--- src/rtl/seg7_scan_decoder.sv ---
// -----------------------------------------------------------------------------
// seg7_scan_decoder
//
// Receive end of a time-multiplexed 4-digit 7-segment display bus. The bus is
// watched passively: each anode dwell that stays stable long enough is decoded
// into a 4-bit code plus decimal point and stored per anode. Once all four
// anodes have been captured, a registered frame is emitted with a one-cycle
// frame_valid pulse.
//
// Parameters
//   STABLE_CYCLES   consecutive identical samples needed to accept a digit (>=2)
//   TIMEOUT_CYCLES  clocks without any capture before stale asserts
//
// Ports
//   clk          system clock, rising edge
//   rst          asynchronous, active-high reset
//   LEDs[6:0]    segments {a,b,c,d,e,f,g}, active-low (bit6 = a, bit0 = g)
//   active[3:0]  anode enables, active-low (active[3] = leftmost digit)
//   point        decimal point, active-low
//   digit3..0    decoded code per anode: 0-9 digit, 10 blank, 11 minus,
//                15 invalid
//   dp[3:0]      dp[i] = 1 when the point was lit on anode i
//   frame_valid  one-cycle pulse in the cycle the frame outputs change
//   frame_err    1 if any digit of the current frame decoded to 15
//   stale        1 while nothing has been captured for TIMEOUT_CYCLES clocks
// -----------------------------------------------------------------------------
module seg7_scan_decoder #(
    parameter int STABLE_CYCLES  = 16,
    parameter int TIMEOUT_CYCLES = 1_000_000
) (
    input  logic       clk,
    input  logic       rst,
    input  logic [6:0] LEDs,
    input  logic [3:0] active,
    input  logic       point,
    output logic [3:0] digit3,
    output logic [3:0] digit2,
    output logic [3:0] digit1,
    output logic [3:0] digit0,
    output logic [3:0] dp,
    output logic       frame_valid,
    output logic       frame_err,
    output logic       stale
);

    localparam int CW = $clog2(STABLE_CYCLES + 1);
    localparam int TW = $clog2(TIMEOUT_CYCLES + 1);
    localparam logic [CW-1:0] CNT_MAX  = CW'(STABLE_CYCLES);
    localparam logic [TW-1:0] TCNT_MAX = TW'(TIMEOUT_CYCLES);

    localparam logic [3:0] CODE_BLANK   = 4'd10;
    localparam logic [3:0] CODE_MINUS   = 4'd11;
    localparam logic [3:0] CODE_INVALID = 4'd15;

    typedef enum logic [1:0] {
        IDLE    = 2'd0,
        FILLING = 2'd1,
        EMIT    = 2'd2
    } state_t;

    // -------------------------------------------------------------------------
    // Helpers
    // -------------------------------------------------------------------------
    // True when exactly one anode is enabled (exactly one zero bit).
    function automatic logic one_hot_low(input logic [3:0] a);
        logic r;
        case (a)
            4'b1110, 4'b1101, 4'b1011, 4'b0111: r = 1'b1;
            default:                            r = 1'b0;
        endcase
        return r;
    endfunction

    // Active-low segment pattern to display code.
    function automatic logic [3:0] decode_segments(input logic [6:0] seg);
        logic [3:0] code;
        case (seg)
            7'b0000001: code = 4'd0;
            7'b1001111: code = 4'd1;
            7'b0010010: code = 4'd2;
            7'b0000110: code = 4'd3;
            7'b1001100: code = 4'd4;
            7'b0100100: code = 4'd5;
            7'b0100000: code = 4'd6;
            7'b0001111: code = 4'd7;
            7'b0000000: code = 4'd8;
            7'b0000100: code = 4'd9;
            7'b1111111: code = CODE_BLANK;
            7'b1111110: code = CODE_MINUS;
            default:    code = CODE_INVALID;
        endcase
        return code;
    endfunction

    // -------------------------------------------------------------------------
    // State
    // -------------------------------------------------------------------------
    logic [11:0]   sample_next;          // {active, LEDs, point}
    logic [11:0]   sample_reg;
    logic [CW-1:0] cnt_reg;
    logic          armed_reg;
    logic [3:0]    mask_reg;
    logic [3:0]    shadow_code_reg [4];
    logic [3:0]    shadow_dp_reg;
    logic [TW-1:0] tcnt_reg;
    state_t        state_reg;
    logic [3:0]    digit_reg [4];
    logic [3:0]    dp_reg;
    logic          frame_valid_reg;
    logic          frame_err_reg;
    logic          stale_reg;

    // -------------------------------------------------------------------------
    // Combinational capture / merge logic
    // -------------------------------------------------------------------------
    logic          sample_changed;
    logic          next_one_hot;
    logic          capture;
    logic [3:0]    cap_code;
    logic          cap_point_lit;
    logic [3:0]    cap_sel;
    logic [3:0]    merged_code [4];
    logic [3:0]    merged_dp;
    logic [3:0]    merged_bad;
    logic [3:0]    mask_merged;
    logic          frame_done;
    logic [TW-1:0] tcnt_inc;

    assign sample_next    = {active, LEDs, point};
    assign sample_changed = (sample_next != sample_reg);
    assign next_one_hot   = one_hot_low(active);

    // cnt only climbs on a one-hot sample, so reaching CNT_MAX already implies
    // a valid anode is held in sample_reg. armed limits this to one capture
    // per dwell.
    assign capture        = armed_reg && (cnt_reg == CNT_MAX);
    assign cap_code       = decode_segments(sample_reg[7:1]);
    assign cap_point_lit  = ~sample_reg[0];

    generate
        for (genvar gi = 0; gi < 4; gi++) begin : g_merge
            assign cap_sel[gi]     = capture & ~sample_reg[8 + gi];
            // The frame must include the capture happening on this very edge,
            // so the output path sees shadow contents with it merged in.
            assign merged_code[gi] = cap_sel[gi] ? cap_code : shadow_code_reg[gi];
            assign merged_dp[gi]   = cap_sel[gi] ? cap_point_lit : shadow_dp_reg[gi];
            assign merged_bad[gi]  = (merged_code[gi] == CODE_INVALID);
        end
    endgenerate

    assign mask_merged = mask_reg | cap_sel;
    assign frame_done  = capture && (mask_merged == 4'b1111);
    assign tcnt_inc    = (tcnt_reg == TCNT_MAX) ? tcnt_reg : tcnt_reg + TW'(1);

    // -------------------------------------------------------------------------
    // Sampler, stability counter, arming, timeout and frame FSM
    // -------------------------------------------------------------------------
    always_ff @(posedge clk or posedge rst) begin
        if (rst) begin
            sample_reg      <= '0;
            cnt_reg         <= '0;
            armed_reg       <= 1'b1;
            mask_reg        <= 4'b0000;
            tcnt_reg        <= '0;
            stale_reg       <= 1'b0;
            state_reg       <= IDLE;
            frame_valid_reg <= 1'b0;
            frame_err_reg   <= 1'b0;
            dp_reg          <= 4'b0000;
        end else begin
            sample_reg <= sample_next;

            // Stability counter: counts identical consecutive samples of a
            // single enabled anode; anything not one-hot holds it at zero.
            if (sample_changed) begin
                cnt_reg <= next_one_hot ? CW'(1) : '0;
            end else if (next_one_hot && (cnt_reg != CNT_MAX)) begin
                cnt_reg <= cnt_reg + CW'(1);
            end

            // A new sample re-arms even if the old one is captured on this
            // same edge; the new sample is a fresh dwell.
            if (sample_changed) begin
                armed_reg <= 1'b1;
            end else if (capture) begin
                armed_reg <= 1'b0;
            end

            // Timeout tracking.
            if (capture) begin
                tcnt_reg  <= '0;
                stale_reg <= 1'b0;
            end else begin
                tcnt_reg  <= tcnt_inc;
                stale_reg <= (tcnt_inc == TCNT_MAX);
            end

            // Frame assembly.
            case (state_reg)
                IDLE, FILLING: begin
                    if (frame_done) begin
                        mask_reg        <= 4'b0000;
                        state_reg       <= EMIT;
                        frame_valid_reg <= 1'b1;
                        frame_err_reg   <= |merged_bad;
                        dp_reg          <= merged_dp;
                    end else begin
                        frame_valid_reg <= 1'b0;
                        if (capture) begin
                            mask_reg  <= mask_merged;
                            state_reg <= FILLING;
                        end
                    end
                end
                EMIT: begin
                    // mask was cleared on entry, so any capture here starts
                    // the next frame with just this anode.
                    frame_valid_reg <= 1'b0;
                    if (capture) begin
                        mask_reg  <= cap_sel;
                        state_reg <= FILLING;
                    end else begin
                        state_reg <= IDLE;
                    end
                end
                default: begin
                    frame_valid_reg <= 1'b0;
                    mask_reg        <= 4'b0000;
                    state_reg       <= IDLE;
                end
            endcase
        end
    end

    // -------------------------------------------------------------------------
    // Per-anode shadow and output digit registers
    // -------------------------------------------------------------------------
    generate
        for (genvar gi = 0; gi < 4; gi++) begin : g_anode
            always_ff @(posedge clk or posedge rst) begin
                if (rst) begin
                    shadow_code_reg[gi] <= CODE_BLANK;
                    shadow_dp_reg[gi]   <= 1'b0;
                end else if (cap_sel[gi]) begin
                    // A repeat capture of the same anode simply overwrites.
                    shadow_code_reg[gi] <= cap_code;
                    shadow_dp_reg[gi]   <= cap_point_lit;
                end
            end

            always_ff @(posedge clk or posedge rst) begin
                if (rst) begin
                    digit_reg[gi] <= CODE_BLANK;
                end else if (frame_done) begin
                    digit_reg[gi] <= merged_code[gi];
                end
            end
        end
    endgenerate

    assign digit3      = digit_reg[3];
    assign digit2      = digit_reg[2];
    assign digit1      = digit_reg[1];
    assign digit0      = digit_reg[0];
    assign dp          = dp_reg;
    assign frame_valid = frame_valid_reg;
    assign frame_err   = frame_err_reg;
    assign stale       = stale_reg;

endmodule
--- config.mk ---
export PLATFORM = sky130hd
export DESIGN_NAME = seg7_scan_decoder
export DESIGN_NICKNAME = d
export VERILOG_FILES = /design/src/rtl/seg7_scan_decoder.sv
export SDC_FILE = /design/constraint.sdc
export NUM_CORES = 1
export LEC_CHECK = 0
export CAP_MARGIN = 30
export CORE_UTILIZATION = 52
export CTS_BUF_LIST = sky130_fd_sc_hd__clkbuf_2
export CTS_CLUSTER_SIZE = 24
export DETAILED_ROUTE_END_ITERATION = 12
export PLACE_DENSITY = 0.73
export SLEW_MARGIN = 15
export SYNTH_ARGS = -nofsm -noshare
export SYNTH_HDL_FRONTEND = slang
export SYNTH_SLANG_ARGS = --single-unit
--- constraint.sdc ---
create_clock -name clk -period 7.3 [get_ports clk]
set_input_delay 0.73 -clock clk [delete_from_list [all_inputs] [get_ports clk]]
set_output_delay 0.73 -clock clk [all_outputs]
set_load 0.005 [all_outputs]
==> results.sh <==
export IMPL_dp_cells=537
export IMPL_clock_latency_ns=0.52
export IMPL_ys_flop_type="dfrtp_1"
export IMPL_grt_max_degree=61
export IMPL_fin_crit_ns=3.06
export IMPL_yosysTopAreaCellShare_pct=40.9
export IMPL_syn_inst=413
export IMPL_switching_share_pct=25.8
export IMPL_firstDrtPassIters=4
export IMPL_layout_commonest_cell="dfrtp_1"
export IMPL_avgSynthCellArea_sq_um=10.4
export IMPL_clock_sinks=87
export IMPL_cp_start_kind="flip-flop"
export IMPL_drt_first_iter_violations=166
export IMPL_fp_dieH_microns=92.8
export IMPL_syn_area_sq_mm=0.00428
export IMPL_grt_first_pass_wirelength_microns=14700
export IMPL_diodes=0
export IMPL_status="completed"
export IMPL_antenna_left=0
export IMPL_num_rows=32
export IMPL_largest_reg_flops=20
export IMPL_criticalPathCategory="flip-flop to flip-flop"
export IMPL_ys_seq_area_share_pct=51.3
export IMPL_seq_power_share_pct=67.4
export IMPL_dp_hpwl_microns=6170
export IMPL_post_cts_buffers=0
export IMPL_finalCritPeriodShare_pct=41.9
export IMPL_fin_cells=553
export IMPL_slowest_delay_ns=0.74
export IMPL_dieArea_sq_mm=0.00861
export IMPL_grt_ovfl_total=0
export IMPL_timing_final_hold_violations=0
export IMPL_ir_drop_uv=104
export IMPL_power_frac_comb_pct=5.3
export IMPL_yosys_warnings=0
export IMPL_synth_seq_cells=87
export IMPL_area_growth_pct=12.0
export IMPL_timing_setup_tns_ns=0
export IMPL_slew_headroom_pct=41.0
export IMPL_grt_util_all_layers_pct=21.9
export IMPL_antenna_found_initial=0
export IMPL_final_nets=464
export IMPL_internal_power_mw=0.545
export IMPL_drive_above_1_share_pct=14.6
export IMPL_clk_pin_slew_ns=0.23
export IMPL_layout_common_cells="dfrtp_1 (70), nor2_1 (46), nand2_1 (36), clkdlybuf4s50_1 (36), xor2_1 (25)"
export IMPL_finalSetupViolations=0
export IMPL_ctsLongestPathBuffers=2
export IMPL_fin_skew_ns=0.0227
export IMPL_hold_class="input port to asynchronous set/reset pin"
export IMPL_synthArstFlopShare_pct=100
export IMPL_p_leak_nw=1.98
export IMPL_worst_path_max_fanout=24
export IMPL_cts_resized=0
export IMPL_via_per_inst=5.64
export IMPL_ios=37
export IMPL_fin_area_sq_mm=0.00480
export IMPL_power_switching_mw=0.190
export IMPL_yosysUniqueCellTypes=57
export IMPL_rsz0062_at_grt="no"
export IMPL_cts_buffers=9
export IMPL_cts_tree="yes"
export IMPL_crit_chain="inv_1, ha_1, and4bb_1, and2_1, nand2_1, o31a_1, or3_1, a41oi_2"
export IMPL_wire_per_inst_microns=15.4
export IMPL_clkPwrFrac_pct=27.3
export IMPL_vias=3120
export IMPL_synth_edf_count=0
export IMPL_htreeDepth=3
export IMPL_port_buffers=36
export IMPL_power_density_mw_per_mm2=153
export IMPL_synth_top_area_cell="dfrtp_1"
export IMPL_coreArea_sq_mm=0.00785
export IMPL_wl_microns=8510
export IMPL_drc_errors=0
export IMPL_slowest_stage="and2_1"
export IMPL_cap_viol_max_count=0
export IMPL_cts_root_buf="clkbuf_2"
export IMPL_post_dp_cell_area_sq_mm=0.00471
export IMPL_synth_area_leaders="dfrtp_1 (41%), dfstp_2 (10%), xor2_1 (5.1%)"
export IMPL_cp_end_kind="flip-flop"
export IMPL_die_w_microns=92.8
export IMPL_required_ns=7.75
export IMPL_worst_pin_slew_ns=0.885
export IMPL_max_freq_mhz=327
export IMPL_slew_violations=0
export IMPL_arrival_ns=3.51
export IMPL_start_util_pct=54.6
export IMPL_cts_hold_buffers=0
export IMPL_grt_pass1_vias=3031
export IMPL_place_congestion=0.872
export IMPL_synth_net_count=431
export IMPL_final_util_pct=61.1
## logic make-up (layout without fill, tap and decap cells)
group,Yosys count,count (layout),share of synthesized area [%]
flip-flops,87,87,51.3
XOR/XNOR,35,35,7.16
AND/OR/NAND/NOR,165,165,20.1
buffers and inverters,31,69,3.30
AO/OA/AOI/OAI,66,66,10.6
multiplexers,25,25,6.40
adder cells (fa/ha/maj),4,4,1.17
## layout make-up
type                    instances  area (sq um)
flip-flops and latches         87          2200
fillers                       660          3050
multi-input cells             295          1950
inverters                      14          53.8
repair buffers                 39           383
well taps                     102           128
clock inverters                 7          40.0
clock buffers                   9          45.0
## critical path, delay by kind of cell, from the launching register on
family	cells	cell delay (ns)
AO/OA/AOI/OAI	2	0.54
buffers and inverters	1	0.10
flip-flops	1	0.45
adder cells (fa/ha/maj)	1	0.15
AND/OR/NAND/NOR	4	1.74
## synthesized netlist by cell type, types with 7 or more instances
cell type / number
inv_1: 14
a21oi_1: 14
dfrtp_1: 70
nand2_1: 36
nand3_1: 21
clkbuf_1: 7
mux2_2: 19
nor3_1: 9
nor2_1: 46
nand4_1: 7
buf_2: 8
dfstp_2: 17
xor2_1: 25
o21ai_0: 17
xnor2_1: 10
## final timing paths
check / start / end / slack, ns / cells past startpoint
max: cnt_reg[0] / frame_err / 4.24 / 8
min: rst / digit0[0] / 0.50 / 2
max reg2reg: cnt_reg[0] / frame_err / 4.24 / 8
min reg2reg: shadow_code_reg[15] / shadow_code_reg[15] / 0.50 / 2
max in group asynchronous: rst / state_reg[0] / 5.71 / 3
min in group clk: shadow_code_reg[15] / shadow_code_reg[15] / 0.50 / 2
## power by group through the flow
| stage | clock (mW) | sequential, mW | combinational [mW] |
|---|---|---|---|
| 2_1_floorplan | 0 | 0.497 | 0.0300 |
| 4_1_cts | 0.208 | 0.495 | 0.0399 |
| 6_report | 0.200 | 0.495 | 0.0389 |
| 3_5_place_dp | 0 | 0.503 | 0.0397 |
| 5_1_grt | 0.226 | 0.497 | 0.0443 |
| 3_3_place_gp | 0 | 0.503 | 0.0389 |
## per-stage QoR
step	power, mW	hold WS (ns)	setup WS (ns)
floorplan	0.527	0.449	4.35
global placement	0.542	0.467	4.40
detailed placement	0.543	0.478	4.26
CTS	0.743	0.485	4.19
global route	0.767	0.478	3.95
finish	0.734	0.503	4.24
## per-layer routing
| layer | wire length, microns | global-route usage, % | part of all wire (%) |
|---|---|---|---|
| met1 | 3780 | 28.2 | 44 |
| met2 | 4310 | 36.9 | 51 |
| met3 | 277 | 5.34 | 3.3 |
| met4 | 148 | 6.03 | 1.7 |
| met5 | 0 | 0 | 0 |
No activity file was read; power rests on OpenSTA's default activity.
